`src/rtl/instr_fetch_pkg.sv`:
```
// Shared CPU definitions: opcode constants, instruction field widths,
// the queued instruction record and the fetch FSM state encoding.
package instr_fetch_pkg;

  localparam int unsigned BYTE_W      = 8;
  localparam int unsigned OPC_W       = 8;
  localparam int unsigned REG_W       = 8;
  localparam int unsigned OPND_W      = 16;
  localparam int unsigned PC_W        = 8;
  localparam int unsigned INSTR_BYTES = 4;

  localparam logic [OPC_W-1:0] OP_HALT      = 8'h00;
  localparam logic [OPC_W-1:0] OP_MOV_CONST = 8'h01;
  localparam logic [OPC_W-1:0] OP_LOAD      = 8'h02;
  localparam logic [OPC_W-1:0] OP_STORE     = 8'h03;
  localparam logic [OPC_W-1:0] OP_ADD       = 8'h04;

  // One decoded instruction plus the address of its first byte
  typedef struct packed {
    logic [OPC_W-1:0]  opcode;
    logic [REG_W-1:0]  reg_addr;
    logic [OPND_W-1:0] addr;
    logic [PC_W-1:0]   pc;
  } instr_t;

  typedef enum logic [1:0] {
    FETCH  = 2'd0,
    WAIT   = 2'd1,
    HALTED = 2'd2
  } fetch_state_t;

endpackage

```
`src/rtl/instr_fetch_fifo.sv`:
```
// Instruction queue: DEPTH-entry circular buffer of instr_t records.
// Ports: clk, reset (async active-low), flush (empties queue, wins over
// push/pop), push/push_data, pop, head (oldest entry), full, empty, count.
module instr_fifo
  import instr_fetch_pkg::*;
#(
  parameter int unsigned DEPTH = 2
) (
  input  logic                       clk,
  input  logic                       reset,
  input  logic                       flush,
  input  logic                       push,
  input  instr_t                     push_data,
  input  logic                       pop,
  output instr_t                     head,
  output logic                       full,
  output logic                       empty,
  output logic [$clog2(DEPTH):0]     count
);

  localparam int unsigned AW = $clog2(DEPTH);
  localparam int unsigned CW = AW + 1;

  instr_t          mem [DEPTH];
  logic [AW-1:0]   wr_ptr;
  logic [AW-1:0]   rd_ptr;
  logic [CW-1:0]   cnt;
  logic            do_push;
  logic            do_pop;

  assign full    = (cnt == CW'(DEPTH));
  assign empty   = (cnt == '0);
  assign count   = cnt;
  assign head    = mem[rd_ptr];
  assign do_push = push & ~full;
  assign do_pop  = pop & ~empty;

  // Storage is cleared on reset so the head fields read zero out of reset
  always_ff @(posedge clk or negedge reset) begin
    if (!reset) begin
      wr_ptr <= '0;
      rd_ptr <= '0;
      cnt    <= '0;
      for (int unsigned i = 0; i < DEPTH; i++) mem[i] <= '0;
    end else if (flush) begin
      wr_ptr <= '0;
      rd_ptr <= '0;
      cnt    <= '0;
    end else begin
      if (do_push) begin
        mem[wr_ptr] <= push_data;
        wr_ptr      <= wr_ptr + AW'(1);
      end
      if (do_pop) rd_ptr <= rd_ptr + AW'(1);
      cnt <= cnt + CW'(do_push) - CW'(do_pop);
    end
  end

endmodule

```
`src/rtl/instr_fetch.sv`:
```
// Instruction fetch unit: reads 4-byte instructions from a byte-wide program
// RAM (1-cycle read latency), assembles them and queues them for the executor.
// Ports: clk, reset (async active-low); mem_rd/mem_addr/mem_rdata RAM port;
// instr_valid/instr_ready handshake with instr_opcode/reg/addr/pc head fields;
// redirect/redirect_pc flush-and-restart; halted after a HALT_OP push.
module instr_fetch
  import instr_fetch_pkg::*;
#(
  parameter int unsigned      DEPTH   = 2,
  parameter logic [OPC_W-1:0] HALT_OP = OP_HALT
) (
  input  logic              clk,
  input  logic              reset,
  output logic              mem_rd,
  output logic [PC_W-1:0]   mem_addr,
  input  logic [BYTE_W-1:0] mem_rdata,
  output logic              instr_valid,
  input  logic              instr_ready,
  output logic [OPC_W-1:0]  instr_opcode,
  output logic [REG_W-1:0]  instr_reg,
  output logic [OPND_W-1:0] instr_addr,
  output logic [PC_W-1:0]   instr_pc,
  input  logic              redirect,
  input  logic [PC_W-1:0]   redirect_pc,
  output logic              halted
);

  localparam int unsigned CNT_W = $clog2(DEPTH) + 1;
  localparam int unsigned IDX_W = $clog2(INSTR_BYTES);

  fetch_state_t       state;
  logic [IDX_W-1:0]   nidx;       // byte index of the next request to issue
  logic [IDX_W-1:0]   mem_idx;    // byte index of the request on mem_addr
  logic [PC_W-1:0]    iss_addr;   // address of the next request to issue
  logic [PC_W-1:0]    pc;         // pc of the instruction being assembled
  logic [1:0]         inflight;   // instructions with byte 0 issued, not yet pushed
  logic               cap_vld;    // mem_rdata this cycle answers one of our reads
  logic [IDX_W-1:0]   cap_idx;
  logic [BYTE_W-1:0]  b0, b1, b2;

  instr_t             push_rec;
  instr_t             head;
  logic               fifo_full, fifo_empty;
  logic [CNT_W-1:0]   fifo_count;
  logic               push_c, pop_c, halt_c, room_c, issue_c, issue0_c;

  assign push_rec = '{opcode: b0, reg_addr: b1, addr: {mem_rdata, b2}, pc: pc};
  assign push_c   = cap_vld & (cap_idx == IDX_W'(INSTR_BYTES - 1)) & ~redirect & ~fifo_full;
  assign pop_c    = ~fifo_empty & instr_ready & ~redirect;
  assign halt_c   = push_c & (b0 == HALT_OP);
  // A same-cycle pop frees an entry for the new instruction
  assign room_c   = (32'(fifo_count) + 32'(inflight)) < (DEPTH + 32'(pop_c));

  // Decide whether a RAM request goes out next cycle (redirect/halt handled in the register block)
  always_comb begin
    issue_c  = 1'b0;
    issue0_c = 1'b0;
    if (!redirect && !halt_c) begin
      case (state)
        FETCH: begin
          if (nidx != '0) begin
            issue_c = 1'b1;
          end else if (room_c) begin
            issue_c  = 1'b1;
            issue0_c = 1'b1;
          end
        end
        WAIT: begin
          if (room_c) begin
            issue_c  = 1'b1;
            issue0_c = 1'b1;
          end
        end
        default: ;
      endcase
    end
  end

  // Fetch FSM, request generation and byte assembly
  always_ff @(posedge clk or negedge reset) begin
    if (!reset) begin
      state    <= FETCH;
      mem_rd   <= 1'b0;
      mem_addr <= '0;
      mem_idx  <= '0;
      nidx     <= '0;
      iss_addr <= '0;
      pc       <= '0;
      inflight <= '0;
      cap_vld  <= 1'b0;
      cap_idx  <= '0;
      b0       <= '0;
      b1       <= '0;
      b2       <= '0;
      halted   <= 1'b0;
    end else begin
      // Data returning after a redirect or halt belongs to an abandoned read
      cap_vld <= mem_rd & ~redirect & ~halt_c;
      cap_idx <= mem_idx;

      if (cap_vld && !redirect) begin
        case (cap_idx)
          IDX_W'(0): b0 <= mem_rdata;
          IDX_W'(1): b1 <= mem_rdata;
          IDX_W'(2): b2 <= mem_rdata;
          default: ;
        endcase
      end

      if (redirect) begin
        // Restart at redirect_pc with byte 0 going out immediately
        state    <= FETCH;
        halted   <= 1'b0;
        pc       <= redirect_pc;
        mem_rd   <= 1'b1;
        mem_addr <= redirect_pc;
        mem_idx  <= '0;
        nidx     <= IDX_W'(1);
        iss_addr <= redirect_pc + PC_W'(1);
        inflight <= 2'd1;
      end else if (halt_c) begin
        // Any next instruction already started is dropped
        state    <= HALTED;
        halted   <= 1'b1;
        pc       <= pc + PC_W'(INSTR_BYTES);
        mem_rd   <= 1'b0;
        nidx     <= '0;
        inflight <= '0;
      end else begin
        if (push_c) pc <= pc + PC_W'(INSTR_BYTES);
        mem_rd   <= issue_c;
        inflight <= inflight + 2'(issue0_c) - 2'(push_c);
        if (issue_c) begin
          mem_addr <= iss_addr;
          mem_idx  <= nidx;
          nidx     <= nidx + IDX_W'(1);
          iss_addr <= iss_addr + PC_W'(1);
        end
        case (state)
          FETCH:   if (!issue_c) state <= WAIT;
          WAIT:    if (issue_c) state <= FETCH;
          default: ;
        endcase
      end
    end
  end

  instr_fifo #(.DEPTH(DEPTH)) u_fifo (
    .clk       (clk),
    .reset     (reset),
    .flush     (redirect),
    .push      (push_c),
    .push_data (push_rec),
    .pop       (pop_c),
    .head      (head),
    .full      (fifo_full),
    .empty     (fifo_empty),
    .count     (fifo_count)
  );

  assign instr_valid  = ~fifo_empty;
  assign instr_opcode = head.opcode;
  assign instr_reg    = head.reg_addr;
  assign instr_addr   = head.addr;
  assign instr_pc     = head.pc;

endmodule

```
`config.mk`:
```
export PLATFORM = sky130hd
export DESIGN_NAME = instr_fetch
export DESIGN_NICKNAME = d
export VERILOG_FILES = /design/src/rtl/instr_fetch_pkg.sv /design/src/rtl/instr_fetch_fifo.sv /design/src/rtl/instr_fetch.sv
export SDC_FILE = /design/constraint.sdc
export NUM_CORES = 1
export LEC_CHECK = 0
export CORE_MARGIN = 2
export CORE_UTILIZATION = 25
export CTS_CLUSTER_SIZE = 30
export DETAILED_ROUTE_END_ITERATION = 8
export DONT_BUFFER_PORTS = 1
export PLACE_DENSITY = 0.46
export SLEW_MARGIN = 10
export SYNTH_ARGS = -nofsm -noshare
export SYNTH_HDL_FRONTEND = slang
export SYNTH_HIERARCHICAL = 1
export SYNTH_SLANG_ARGS = --single-unit
```
`constraint.sdc`:
```
create_clock -name clk -period 4 [get_ports clk]
set_clock_uncertainty 0.15 [all_clocks]
set_input_delay 0.8 -clock clk [delete_from_list [all_inputs] [get_ports clk]]
set_output_delay 0.8 -clock clk [all_outputs]
set_load 0.01 [all_outputs]
```
After elaboration in Yosys (flattened, before gate mapping)
Index checks and enable logic that the tools add are counted.

storage, ports and cells
  register bits after elaboration = 145
  memories kept = 0
  input bits = 20
  latch bits = 0
  logic and storage cells = 132
  bits in read-only memories = 0
  output and inout bits = 51
  bits in writable memories = 0

operators by class
  divide/modulo/power cells = 0
  mux-type cells = 44
  shift operators = 0
  bitwise logic cells = 16
  $add $sub $neg = 12
  reduce and logical (&&, ||, !) cells = 23
  equal/unequal tests = 8
  magnitude comparators = 4
  multiply operators = 0

operator list
  operator                                                          count
  40-bit two-way mux                                                4
  80-bit bitwise mux                                                1
  8-bit two-way mux                                                 9
  40-bit demux with 1-bit select                                    1
  2-bit two-way mux                                                 13
  8-bit by 1-bit adder with 8-bit output (second input constant)    2
  1-bit two-way mux                                                 13
  1-bit AND                                                         10
  2-bit AND reduction                                               5
  2-bit nonzero test                                                5
  8-bit by 3-bit adder with 8-bit output (second input constant)    1
  8-bit logical NOT                                                 1
  4-bit inequality test (second input constant)                     2
  2-bit == test (second input constant)                             3
  2-bit logical NOT                                                 3
  3-bit nonzero test                                                2
  2-bit by 1-bit adder with 2-bit output                            2
  2-bit by 1-bit == test with 1-bit output (second input constant)  2
  2-bit >= comparator (second input constant)                       2
  1-bit NOT                                                         4
  1-bit NOT with 2-bit output                                       2
  1-bit case mux with 2 select lines                                2
  2-bit case mux with 2 select lines                                1
  4-bit nonzero test                                                1
  other kinds (11)                                                  16

Logic depth before layout (Yosys ltp)
Gate-level depths: netlist (run 1).

  word-level depth = 14
  gate-level depth with buffers = 12
  depth with buffers taken out = 12

By module
The synthesis (run 1) kept the hierarchy.

by module, submodules not included
  module       cells an instance  seq. area each (sq um)  area each (sq um)  instances
  instr_fifo   238                2102.0                  3691.0             1
  instr_fetch  244                1526.5                  2862.7             1

Worst setup path after synthesis (run 1)
Ideal clock, no wire load.

  path type = input-to-reg
  from = input redirect
  to = register inflight[1]
  library setup time = 0.119 ns
  data required time = 3.731 ns
  data arrival time = 2.648 ns
  stages = 9
  path slack = 1.083 ns
  path through = or4b_4 > a2111oi_0 > nand3_1 > ha_1 > inv_1 > ha_1 > xor2_1 > xnor2_1 > nor2_1

on the way
  word-level cells in the longest chain between the ends = 12

RTL lines
  element                                      RTL line                              RTL
  start: declaration                           instr_fetch.sv:23                     input logic redirect,
  1-bit NOT (no source line)                   n/a
  1-bit AND                                    instr_fetch.sv:49                     assign pop_c = ~fifo_empty & instr_ready & ~redirect;
  2-bit by 1-bit adder with 3-bit output       instr_fetch.sv:52                     assign room_c = (32'(fifo_count) + 32'(inflight)) < (DEPTH + 32'(pop_c));
  3-bit < comparator                           instr_fetch.sv:52
  1-bit two-way mux                            instr_fetch.sv:63, instr_fetch.sv:69
  1-bit two-way mux                            instr_fetch.sv:61                     if (nidx != '0) begin
  1-bit case mux with 2 select lines           instr_fetch.sv:59                     case (state)
  1-bit two-way mux                            instr_fetch.sv:58                     if (!redirect && !halt_c) begin
  2-bit by 1-bit adder with 2-bit output       instr_fetch.sv:132                    inflight <= inflight + 2'(issue0_c) - 2'(push_c);
  2-bit by 1-bit subtractor with 2-bit output  instr_fetch.sv:132
  2-bit two-way mux                            instr_fetch.sv:121                    end else if (halt_c) begin
  2-bit two-way mux *                          instr_fetch.sv:110                    if (redirect) begin
  end signal: assignment                       instr_fetch.sv:132
  end: declaration                             instr_fetch.sv:36                     logic [1:0] inflight;

Mark *: on every way between the ends. The rest lies on a longest branch, timed or not.
A chain may end at the register's enable or synchronous reset.

Final worst setup path (run 1)
  from = register u_fifo.cnt[0], in the netlist u_fifo/count[0]
  to = register inflight[1]

on the way
  word-level cells in the longest chain between the ends = 14

RTL lines
  element                                      RTL line                              RTL
  start: declaration                           instr_fetch_fifo.sv:27                logic [CW-1:0] cnt;
  start signal: assignment                     instr_fetch_fifo.sv:55                cnt <= cnt + CW'(do_push) - CW'(do_pop);
  2-bit logical NOT                            instr_fetch_fifo.sv:32                assign empty = (cnt == '0);
  1-bit NOT                                    instr_fetch.sv:49
  1-bit AND (2 in series)                      instr_fetch.sv:49
  2-bit by 1-bit adder with 3-bit output       instr_fetch.sv:52
  3-bit < comparator                           instr_fetch.sv:52
  1-bit two-way mux                            instr_fetch.sv:63, instr_fetch.sv:69
  1-bit two-way mux                            instr_fetch.sv:61
  1-bit case mux with 2 select lines           instr_fetch.sv:59
  1-bit two-way mux                            instr_fetch.sv:58
  2-bit by 1-bit adder with 2-bit output       instr_fetch.sv:132
  2-bit by 1-bit subtractor with 2-bit output  instr_fetch.sv:132
  2-bit two-way mux *                          instr_fetch.sv:121
  2-bit two-way mux *                          instr_fetch.sv:110

Marks and branches as above.

==> run summary, run 1 <==
CP startpoint kind: register
overall routed net length: 14400 µm
Post-DP Area: 0.00689 mm²
number of buffers created by CTS: 17
H-tree depth: 4
# nets final: 514
commonest non-fill, non-tap cell in the layout: dfrtp_1
fill count: 2584
drt wl/cell: 17.2 µm
P_leak: 3.45 nW
PortBufs: 0
FF-to-FF setup slack: 1.0 ns
CTS Buffer Depth: 2
#FFs+latches synth: 145
DRC violation count after routing: 0
Post-Syn Area per Cell: 13.6 µm²
final worst path period share: 75.0%
Slew HR: 28.9%
Starting Density: 25.3%
Final Util: 29.1%
internal power: 3.06 mW
share of cells above drive strength 1: 38.2%
largest family of logic cells by synthesized area: multiplexers
simple-gate share of the synthesized area: 6.38%
f_max: 0.333 GHz
number of global-route vias before repair: 3952
CP Capture Type: register
Post-Synthesis Cells: 482
final setup violation count: 0
Pre-Repair DR Iteration Count: 4
Synthesized Nets: 511
clock slew at reported path FFs: 0.06 ns
num rows: 59
Multi-input gate area: 0.00274 mm²
pin count of the biggest net entering global routing: 146
Least-Margin Pin Slew: 1.07 ns
combinational share of power: 11.9%
final hold slack: -0.0814 ns
via count: 3731
mapped cell area: 0.00655 mm²
adder-cell share of the synthesized area: 1.83%
outcome: complete, but fails checks
predominant post-synthesis flop cell: dfrtp_1
worst flop-to-flop path startpoint: u_fifo/count[0]
maximum vdd drop: 0.214 mV
clock share of power: 42.0%
global-route wire length before repair: 23000 µm
core region area: 0.0259 mm²
max-cap viol count: 0
sequential fraction of design power: 46.1%
Crit Reg-Reg Endpoint: inflight[1]
GR Overflow Total: 0
cts repair resizes: 0
RSZ-0062 raised after global routing: false
P_sw: 0.977 mW
Synth Area in Compound Gates: 3.51%
post-route design area: 0.00753 mm²
die area: 0.0275 mm²
# Post-CTS Setup Buffers: 0
Seq/Total Area, Yosys: 55.4%
Detailed Route Iter0 Violations: 146
Switching Share: 24.2%
I/O Pins: 71
xor-xnor portion of the synthesized cell area: 2.41%
die width: 166 µm
clock latency on the worst-skew pair: 0.41 ns
GPL Wtd Cong: 0.744
R2R depth: 10
antenna violations before repair: 0
mux contribution to synthesized area: 27.6%
CTS tree: yes
Critical Path RT: 4.15 ns
Antenna Cells: 0
root buf cell: clkbuf_16
Arrival @ worst endpoint: 3.15 ns
Hold Fails Final Rpt: 145
Final Max Slew Viols: 0
HPWL Detailed: 9270 µm
synth warn: 6
Reg area: 0.00363 mm²
failing checks: negative hold slack
Setup CP Type: register to register
Cell Pwr Density: 536 mW/mm²
Post-synth ARST share: 100%
CP Max Fanout: 5
Hold WC Path Type: primary input to async pin
Via-to-Cell Ratio: 4.48
ANT nets after route: 0
total track usage: 10.8%
final setup TNS: 0 ns
area grow syn2layout: 14.9%
Die Ht: 166 µm
Num Clock Sinks: 145
EDFF count, synth: 0
Final min period: 3.00 ns
synth unique cells: 51
commonest cells after routing, fill and taps aside: 144 x dfrtp_1, 142 x mux2_2, 22 x nand2_1, 17 x clkbuf_16, 15 x inv_1
logic make-up after synthesis:
logic type / after synthesis
muxes: 161
DFF: 145
and+or+nand+nor: 73
AOI/OAI and AO/OA: 38
buffers and inverters: 38
xor gates and xnor gates: 18
adders and majority gates: 9
how the worst max path moves through the flow:
stage / start / to / slack (ns) / cells past startpoint
4_1_cts: u_fifo/count[1] / u_fifo/mem[76] / 0.96 / 9
3_5_place_dp: redirect / u_fifo/mem[76] / 0.79 / 7
6_report: u_fifo/count[0] / inflight[1] / 1.0 / 10
3_3_place_gp: redirect / u_fifo/mem[58] / 0.85 / 7
2_1_floorplan: redirect / inflight[1] / 1.08 / 9
5_1_grt: u_fifo/count[0] / u_fifo/mem[40] / 0.77 / 9
worst max-delay path, cell delays in order (launching register included):
cell       delay (ns)
dfrtp_1          0.42
ha_1             0.30
or4b_4           0.53
a2111oi_0        0.47
nand3_1          0.13
ha_1             0.30
inv_1            0.04
ha_1             0.17
xor2_1           0.18
xnor2_1          0.14
nor2_1           0.05
cells in the mapped netlist (all sizes together), types with 6 or more instances:
master | count | area share [%]
dfrtp | 145 | 55
clkbuf | 6 | 0.34
o21ai | 16 | 1.2
mux2 | 148 | 26
nor2 | 12 | 0.80
a21oi | 9 | 0.69
buf | 15 | 1.5
inv | 16 | 0.92
nand2 | 23 | 1.4
mux2i | 13 | 2.0
ha | 8 | 1.5
nand3 | 8 | 0.61
xor2 | 11 | 1.5
xnor2 | 7 | 0.94
per-layer routing:
metal	wire length [µm]	global-route usage, %	up-vias	part of all wire (%)
li1	-	-	1715	-
met1	6490	13.6	1938	45
met2	7050	17.7	68	49
met3	678	3.60	10	4.7
met4	141	3.06	0	0.98
met5	0	0	-	0
state kept, by name (all words and copies together), names as in the netlist, 8 cells and up:
signal / count
u_fifo/mem: 80
b2: 8
pc: 8
b1: 8
mem_addr: 8
iss_addr: 8
b0: 8
metrics by stage:
| stage | cells | total power [mW] | worst slack, ns |
|---|---|---|---|
| finish | 833 | 4.04 | 0.999 |
| global route | 833 | 4.26 | 0.770 |
| CTS | 833 | 4.11 | 0.962 |
| detailed placement | 801 | 2.38 | 0.793 |
| global placement | 801 | 2.35 | 0.848 |
| floorplan | 482 | 2.25 | 1.08 |
layout make-up:
type | count | share of cell area, %
repair buffers | 5 | 0.499
multi-input cells | 299 | 36.5
clock buffers | 24 | 6.40
well taps | 335 | 5.57
inverters | 17 | 0.848
clock inverters | 8 | 2.01
flip-flops and latches | 145 | 48.2
power groups by stage:
stage	registers, mW	clock network (mW)	logic [mW]
2_1_floorplan	1.83	0	0.414
3_3_place_gp	1.88	0	0.479
3_5_place_dp	1.89	0	0.492
4_1_cts	1.87	1.74	0.496
5_1_grt	1.90	1.82	0.530
6_report	1.86	1.70	0.481
(Power assumes the default switching activity.)
==> inputs of run 2 (changes only) <==
--- a/config.mk
+++ b/config.mk
@@ -5,6 +5,7 @@
 export SDC_FILE = /design/constraint.sdc
 export NUM_CORES = 1
 export LEC_CHECK = 0
+export ABC_AREA = 1
 export CORE_MARGIN = 2
 export CORE_UTILIZATION = 25
 export CTS_CLUSTER_SIZE = 30
==> constraint.sdc (replaced) <==
create_clock -name clk -period 2.8 [get_ports clk]
set_clock_uncertainty 0.15 [all_clocks]
set_input_delay 0.56 -clock clk [delete_from_list [all_inputs] [get_ports clk]]
set_output_delay 0.56 -clock clk [all_outputs]
set_load 0.01 [all_outputs]
==> run 2 against run 1 <==
The flow still finishes with violations (negative hold slack). Count of clock-buffer cells in the layout decreased by 6. Design area increased by 3.6%. Via count up 44%. Power rose by 47%. Non-clock buffer count is 12 higher. Cell count increased by 43%. Area after synthesis increased by 4.7%. Largest power group unchanged.
==> run summary, run 2 <==
outcome: complete, but fails checks
failing checks: negative hold slack
RSZ-0062 raised after global routing: false
Antenna Cells: 0 (unchanged)
critical path endpoint: instr_opcode[6]
mux contribution to synthesized area: 0% (-28 points)
Place WS: 0.517 ns (-0.276 ns)
CP startpoint kind: register
number of buffers created by CTS: 17 (unchanged)
sequential fraction of design power: 45.6% (-0.5 points)
total track usage: 13.5% (+2.7 points)
Yosys top cell by area: dfrtp_1
Synth top area share: 52.9% (-2.5 points)
CP Max Fanout: 26 (+21)
Seq/Total Area, Yosys: 52.9% (-2.5 points)
clock slew at reported path FFs: 0.07 ns (about the same)
antenna violations before repair: 0 (unchanged)
most frequent cells after synthesis: 415 x nand2_1, 145 x dfrtp_1, 82 x nand4_1
Arrival @ worst endpoint: 1.66 ns (-1.49 ns)
Critical Path RT: 2.09 ns (-2.06 ns)
#FFs+latches synth: 145 (unchanged)
internal power: 4.28 mW (+40%)
Crit Reg-Reg Endpoint: inflight[1]
final setup TNS: 0 ns (unchanged)
highest metal used: met4
P_sw: 1.67 mW (+71%)
met3 WL: 1120 µm (+64%)
Pre-Repair DR Iteration Count: 5 (+1)
CP startpoint: u_fifo/rd_ptr
Final Max Slew Viols: 0 (unchanged)
most numerous cell in the Yosys netlist: nand2_1
M1 WL: 8540 µm (+32%)
number of global-route vias before repair: 5457 (+38%)
clock latency on the worst-skew pair: 0.42 ns (about the same)
Final min period: 2.37 ns
Post-synth ARST share: 100% (unchanged)
share of cells above drive strength 1: 7.08% (-31 points)
commonest non-fill, non-tap cell in the layout: nand2_1
predominant post-synthesis flop cell: dfrtp_1
Detail Route met2 WL: 8500 µm (+21%)
Via-to-Cell Ratio: 4.51 (+0.74%)
area grow syn2layout: 13.7%
CP Capture Type: primary output
drt wl/cell: 15.3 µm (-11%)
I/O Pins: 71 (unchanged)
Reg with most FFs: u_fifo/mem
post-route design area: 0.00780 mm² (+3.6%)
FF-to-FF setup slack: 0.53 ns (-0.47 ns)
core region area: 0.0270 mm² (+4.0%)
simple-gate share of the synthesized area: 35.3% (+29 points)
ANT nets after route: 0 (unchanged)
global-route wire length before repair: 30400 µm (+32%)
Synth Area in Compound Gates: 3.41% (-0.10 points)
DRC violation count after routing: 0 (unchanged)
xor-xnor portion of the synthesized cell area: 0.638% (-1.8 points)
synth warn: 6 (unchanged)
Synthesized Nets: 881 (+72%)
final worst path period share: 84.7%
fin worst setup slack: 0.428 ns (-0.571 ns)
die area: 0.0288 mm² (+4.6%)
Slew HR: 61.4% (+33 points)
via count: 5365 (+44%)
GR Overflow Total: 0 (unchanged)
worst flop-to-flop path startpoint: inflight[0]
R2R depth: 11 (+1)
synth unique cells: 33 (-35%)
EDFF count, synth: 0 (unchanged)
max-cap viol count: 0 (unchanged)
pin count of the biggest net entering global routing: 146 (unchanged)
Setup CP Type: register to primary output
commonest cells after routing, fill and taps aside: 414 x nand2_1, 145 x dfrtp_1, 82 x nand4_1, 34 x inv_1, 32 x nand3_1
Cell Pwr Density: 763 mW/mm² (+42%)
Post-Synthesis Cells: 852 (+77%)
die width: 170 µm (+2.3%)
Hold WC Path Type: primary input to async pin
f_max: 0.422 GHz
largest family of logic cells by synthesized area: simple AND/OR/NAND/NOR gates
maximum vdd drop: 0.333 mV (+56%)
Post-DP Area: 0.00715 mm² (+3.6%)
H-tree depth: 4 (unchanged)
Least-Margin Pin Slew: 0.578 ns (-0.489 ns)
num rows: 60 (+1.7%)
top post-synthesis cells by area: dfrtp_1 53%, nand2_1 23%, nand4_1 7.5%, buf_2 2.6%, nand3_1 2.3%
PortBufs: 0 (unchanged)
final hold slack: -0.317 ns (-0.236 ns)
max FFs per register: 80 (unchanged)
Detailed Route Iter0 Violations: 380 (+160%)
CTS tree: yes
Post-Syn Area per Cell: 8.05 µm² (-41%)
# nets final: 864 (+68%)
Final Util: 28.9% (-0.10 points)
Hold Fails Final Rpt: 145 (unchanged)
HPWL Detailed: 11500 µm (+23%)
mapped cell area: 0.00686 mm² (+4.7%)
Die Ht: 170 µm (+2.3%)
overall routed net length: 18200 µm (+27%)
P_leak: 4.12 nW (+19%)
clock share of power: 42.5% (+0.5 points)
adder-cell share of the synthesized area: 1.75% (-0.082 points)
root buf cell: clkbuf_16
Switching Share: 28.1% (+3.9 points)
Starting Density: 25.5% (+0.16 points)
GPL Wtd Cong: 0.712 (-4.2%)
Num Clock Sinks: 145 (unchanged)
combinational share of power: 11.9% (about the same)
final setup violation count: 0 (unchanged)
CTS Buffer Depth: 2 (unchanged)
[run 2: cell types whose count changed after synthesis, sizes merged, moves of 13 or more]
cell / change
o21ai: +13
inv: +20
mux2: -148
buf: +26
nand3: +26
mux2i: -13
nor2: +14
nand2: +394
nand4: +78
[run 2: how the worst min path moves through the flow]
stage	start	endpoint	slack, ns	depth (start not counted)
global placement	reset	u_fifo/mem[67]	0.12	0
CTS	reset	u_fifo/mem[26]	-0.35	0
global route	reset	u_fifo/mem[67]	-0.34	0
detailed placement	reset	u_fifo/mem[26]	0.12	0
floorplan	reset	b0[0]	0.11	0
finish	reset	u_fifo/mem[67]	-0.32	0
[run 2: final cells by class]
class	instances	area, µm²
Timing Repair Buffer	17	128
Fill cell	2923	19100
Clock inverter	14	226
Clock buffer	18	429
Tap cell	341	427
Sequential cell	145	3630
Multi-Input combinational cell	618	2830
Inverter	36	138
[run 2: per-stage QoR]
| stage | hold slack, ns | std cells | power [mW] |
|---|---|---|---|
| finish | -0.317 | 1189 | 5.95 |
| global placement | 0.120 | 1157 | 3.47 |
| floorplan | 0.114 | 852 | 3.26 |
| detailed placement | 0.119 | 1157 | 3.48 |
| CTS | -0.345 | 1189 | 6.06 |
| global route | -0.343 | 1189 | 6.30 |
[run 2: power groups by stage]
| stage | clock (mW) | combinational (mW) | sequential (mW) |
|---|---|---|---|
| 4_1_cts | 2.61 | 0.731 | 2.72 |
| 5_1_grt | 2.69 | 0.841 | 2.77 |
| 3_5_place_dp | 0 | 0.727 | 2.75 |
| 6_report | 2.53 | 0.708 | 2.71 |
| 3_3_place_gp | 0 | 0.719 | 2.75 |
| 2_1_floorplan | 0 | 0.593 | 2.67 |
[run 2: logic make-up after synthesis]
kind of cell,count (synthesis)
buffers and inverters,89
DFF,145
and+or+nand+nor,563
AOI/OAI and AO/OA,41
xor gates and xnor gates,5
adders and majority gates,9
[run 2: layer usage]
| metal | global-route usage [%] | up-vias |
|---|---|---|
| li1 | - | 2741 |
| met1 | 17.9 | 2537 |
| met2 | 21.5 | 83 |
| met3 | 3.87 | 4 |
| met4 | 3.86 | 0 |
| met5 | 0 | - |
[run 2: what timing repair did]
| action | CTS | global route |
|---|---|---|
| setup buffers | 0 | 0 |
| gates resized for setup | 0 | 0 |
| endpoints found under the hold margin | 145 | 145 |
| setup endpoints to repair | 0 | 0 |
[run 2: worst max-delay path: stages (launching register included)]
cell and delay (ns):
dfrtp_1 0.37, buf_4 0.20, inv_1 0.08, buf_4 0.32, nand2_1 0.09, nand2_1 0.18
==> inputs of run 3 (changes only) <==
==> constraint.sdc (replaced) <==
create_clock -name clk -period 2.4 [get_ports clk]
set_clock_uncertainty 0.15 [all_clocks]
set_input_delay 0.48 -clock clk [delete_from_list [all_inputs] [get_ports clk]]
set_output_delay 0.48 -clock clk [all_outputs]
set_load 0.01 [all_outputs]
==> run 3 against run 2 <==
Highest routed layer unchanged. Largest cell class unchanged. First-iteration DRC count is 27% lower. Sequential share of layout area fell by 0.082 points. Count of clock-buffer cells in the layout up 2. The flow still finishes with violations (negative hold slack). Routed wire length grew 3.4%. Core utilization increased by 0.051 points. Sequential cell count stayed put. Sequential power grew 17%. Power grew 13%. Cell count rose by 0.76%.
==> run summary, run 3 (synthesized netlist as in run 2, its figures left out) <==
HPWL Detailed: 11800 µm (+3.0%)
CTS tree: yes
post-route design area: 0.00782 mm² (+0.18%)
final worst path period share: 94.5%
clock slew at reported path FFs: 0.06 ns (about the same)
final hold slack: -0.402 ns (-0.0851 ns)
commonest cells after routing, fill and taps aside: 413 x nand2_1, 145 x dfrtp_1, 82 x nand4_1, 34 x inv_1, 32 x nand3_1
CTS Hold Buffers Added: 1
Detailed Route Iter0 Violations: 279 (-27%)
max-cap viol count: 0 (unchanged)
failing checks: negative hold slack
Hold Fails Final Rpt: 145 (unchanged)
CP Max Fanout: 2 (-92%)
Reg with most FFs: u_fifo/mem
antenna violations before repair: 0 (unchanged)
DRC violation count after routing: 0 (unchanged)
total track usage: 13.5% (about the same)
H-tree depth: 4 (unchanged)
pin count of the biggest net entering global routing: 146 (unchanged)
Antenna Cells: 0 (unchanged)
CP startpoint kind: register
# nets final: 873 (+1.0%)
f_max: 0.441 GHz
area grow syn2layout: 13.9%
Die Ht: 170 µm (unchanged)
commonest non-fill, non-tap cell in the layout: nand2_1
die width: 170 µm (unchanged)
Final min period: 2.27 ns
Final Util: 29.0% (+0.051 points)
core region area: 0.0270 mm² (unchanged)
Layout Cells excl Fill: 1198 (+0.76%)
P_leak: 4.13 nW (+0.20%)
Via-to-Cell Ratio: 4.59 (+1.7%)
Critical Path RT: 2.56 ns (+0.47 ns)
root buf cell: clkbuf_16
I/O Pins: 71 (unchanged)
num rows: 60 (unchanged)
ANT nets after route: 0 (unchanged)
Cell Pwr Density: 861 mW/mm² (+13%)
GR Overflow Total: 0 (unchanged)
RSZ-0062 raised after global routing: true
max FFs per register: 80 (unchanged)
Setup CP Type: register to register
Slew HR: 60.3% (-1.0 points)
outcome: complete, but fails checks
Num Clock Sinks: 145 (unchanged)
Starting Density: 25.5% (unchanged)
global-route wire length before repair: 30200 µm (-0.86%)
Post-DP Area: 0.00718 mm² (+0.46%)
GPL Wtd Cong: 0.725 (+1.8%)
cell count after placement: 1162 (+0.43%)
Least-Margin Pin Slew: 0.593 ns (+0.0154 ns)
Arrival @ worst endpoint: 2.43 ns (+0.77 ns)
via count: 5495 (+2.4%)
FF-to-FF setup slack: 0.13 ns (-0.40 ns)
Final Max Slew Viols: 0 (unchanged)
clock latency on the worst-skew pair: 0.42 ns (about the same)
overall routed net length: 18800 µm (+3.4%)
die area: 0.0288 mm² (unchanged)
CTS Buffer Depth: 2 (unchanged)
number of buffers created by CTS: 17 (unchanged)
final setup violation count: 0 (unchanged)
share of cells above drive strength 1: 8.17% (+1.1 points)
maximum vdd drop: 0.490 mV (+47%)
drt wl/cell: 15.7 µm (+2.6%)
CP Capture Type: register
Hold WC Path Type: primary input to async pin
Pre-Repair DR Iteration Count: 5 (unchanged)
PortBufs: 0 (unchanged)
number of global-route vias before repair: 5412 (-0.82%)
## run 3: changes by cell type in the layout (fill, tap and decap cells not counted), moves of 2 or more
cell,previous run,this run
bufinv_16,5,3
clkbuf_1,1,3
clkinv_4,3,1
clkinv_2,1,3
buf_4,17,25
ha_1,8,6
nor2_2,1,3
ha_2,0,2
## run 3: path summary, 6_finish.rpt
path / startpoint / end / cells after the start
worst min-delay path: reset / u_fifo/mem[61] / 0
min in group clk: mem_rdata[2] / u_fifo/mem[18] / 2
worst max-delay path: inflight[0] / inflight[1] / 11
max in group asynchronous: reset / u_fifo/mem[41] / 0
worst min register to register: mem_idx[0] / cap_idx[0] / 0
worst max register to register: inflight[0] / inflight[1] / 11
## run 3: worst max-delay path, cell delays in order (launching register included)
cell     delay, ns
dfrtp_1       0.39
ha_2          0.19
fa_1          0.42
nand2_1       0.09
nand2_2       0.06
nor2_2        0.10
nand2_1       0.06
ha_1          0.26
inv_1         0.06
ha_2          0.17
xor2_1        0.16
nor2_1        0.05
## run 3: metrics by stage
step / total power [mW] / setup TNS [ns] / worst slack, ns
finish: 6.73 / 0 / 0.131
global route: 7.12 / -0.0345 / -0.0345
CTS: 6.82 / 0 / 0.105
detailed placement: 4.06 / 0 / 0.119
global placement: 4.04 / 0 / 0.157
floorplan: 3.80 / 0 / 0.0111
## run 3: what timing repair did
action | in CTS | in global routing
hold endpoints to repair | 147 | 145
setup buffers | 0 | 3
setup endpoints to repair | 0 | 2
gates resized for setup | 0 | 4
## run 3: routing by layer
layer  GRT usage [%]  share of wire, %  vias up
met5               0                 0        -
met4            3.60              0.74        0
met3            4.17               5.6       11
met2            21.1                46      114
met1            18.1                48     2629
li1                -                 -     2741
## run 3: area by class of cell
cell class / instances / area (µm²)
Fill cell: 2974 / 19100
Sequential cell: 145 / 3630
Multi-Input combinational cell: 618 / 2830
Clock buffer: 20 / 437
Tap cell: 341 / 427
Timing Repair Buffer: 26 / 198
Clock inverter: 12 / 158
Inverter: 36 / 138
## run 3: power by group
part	leakage [nW]	total, mW	internal [mW]	switching (mW)
clock network	0.287	2.72	1.64	1.08
registers	1.92	3.16	2.84	0.316
logic	1.93	0.850	0.298	0.552
total	4.13	6.73	4.79	1.95
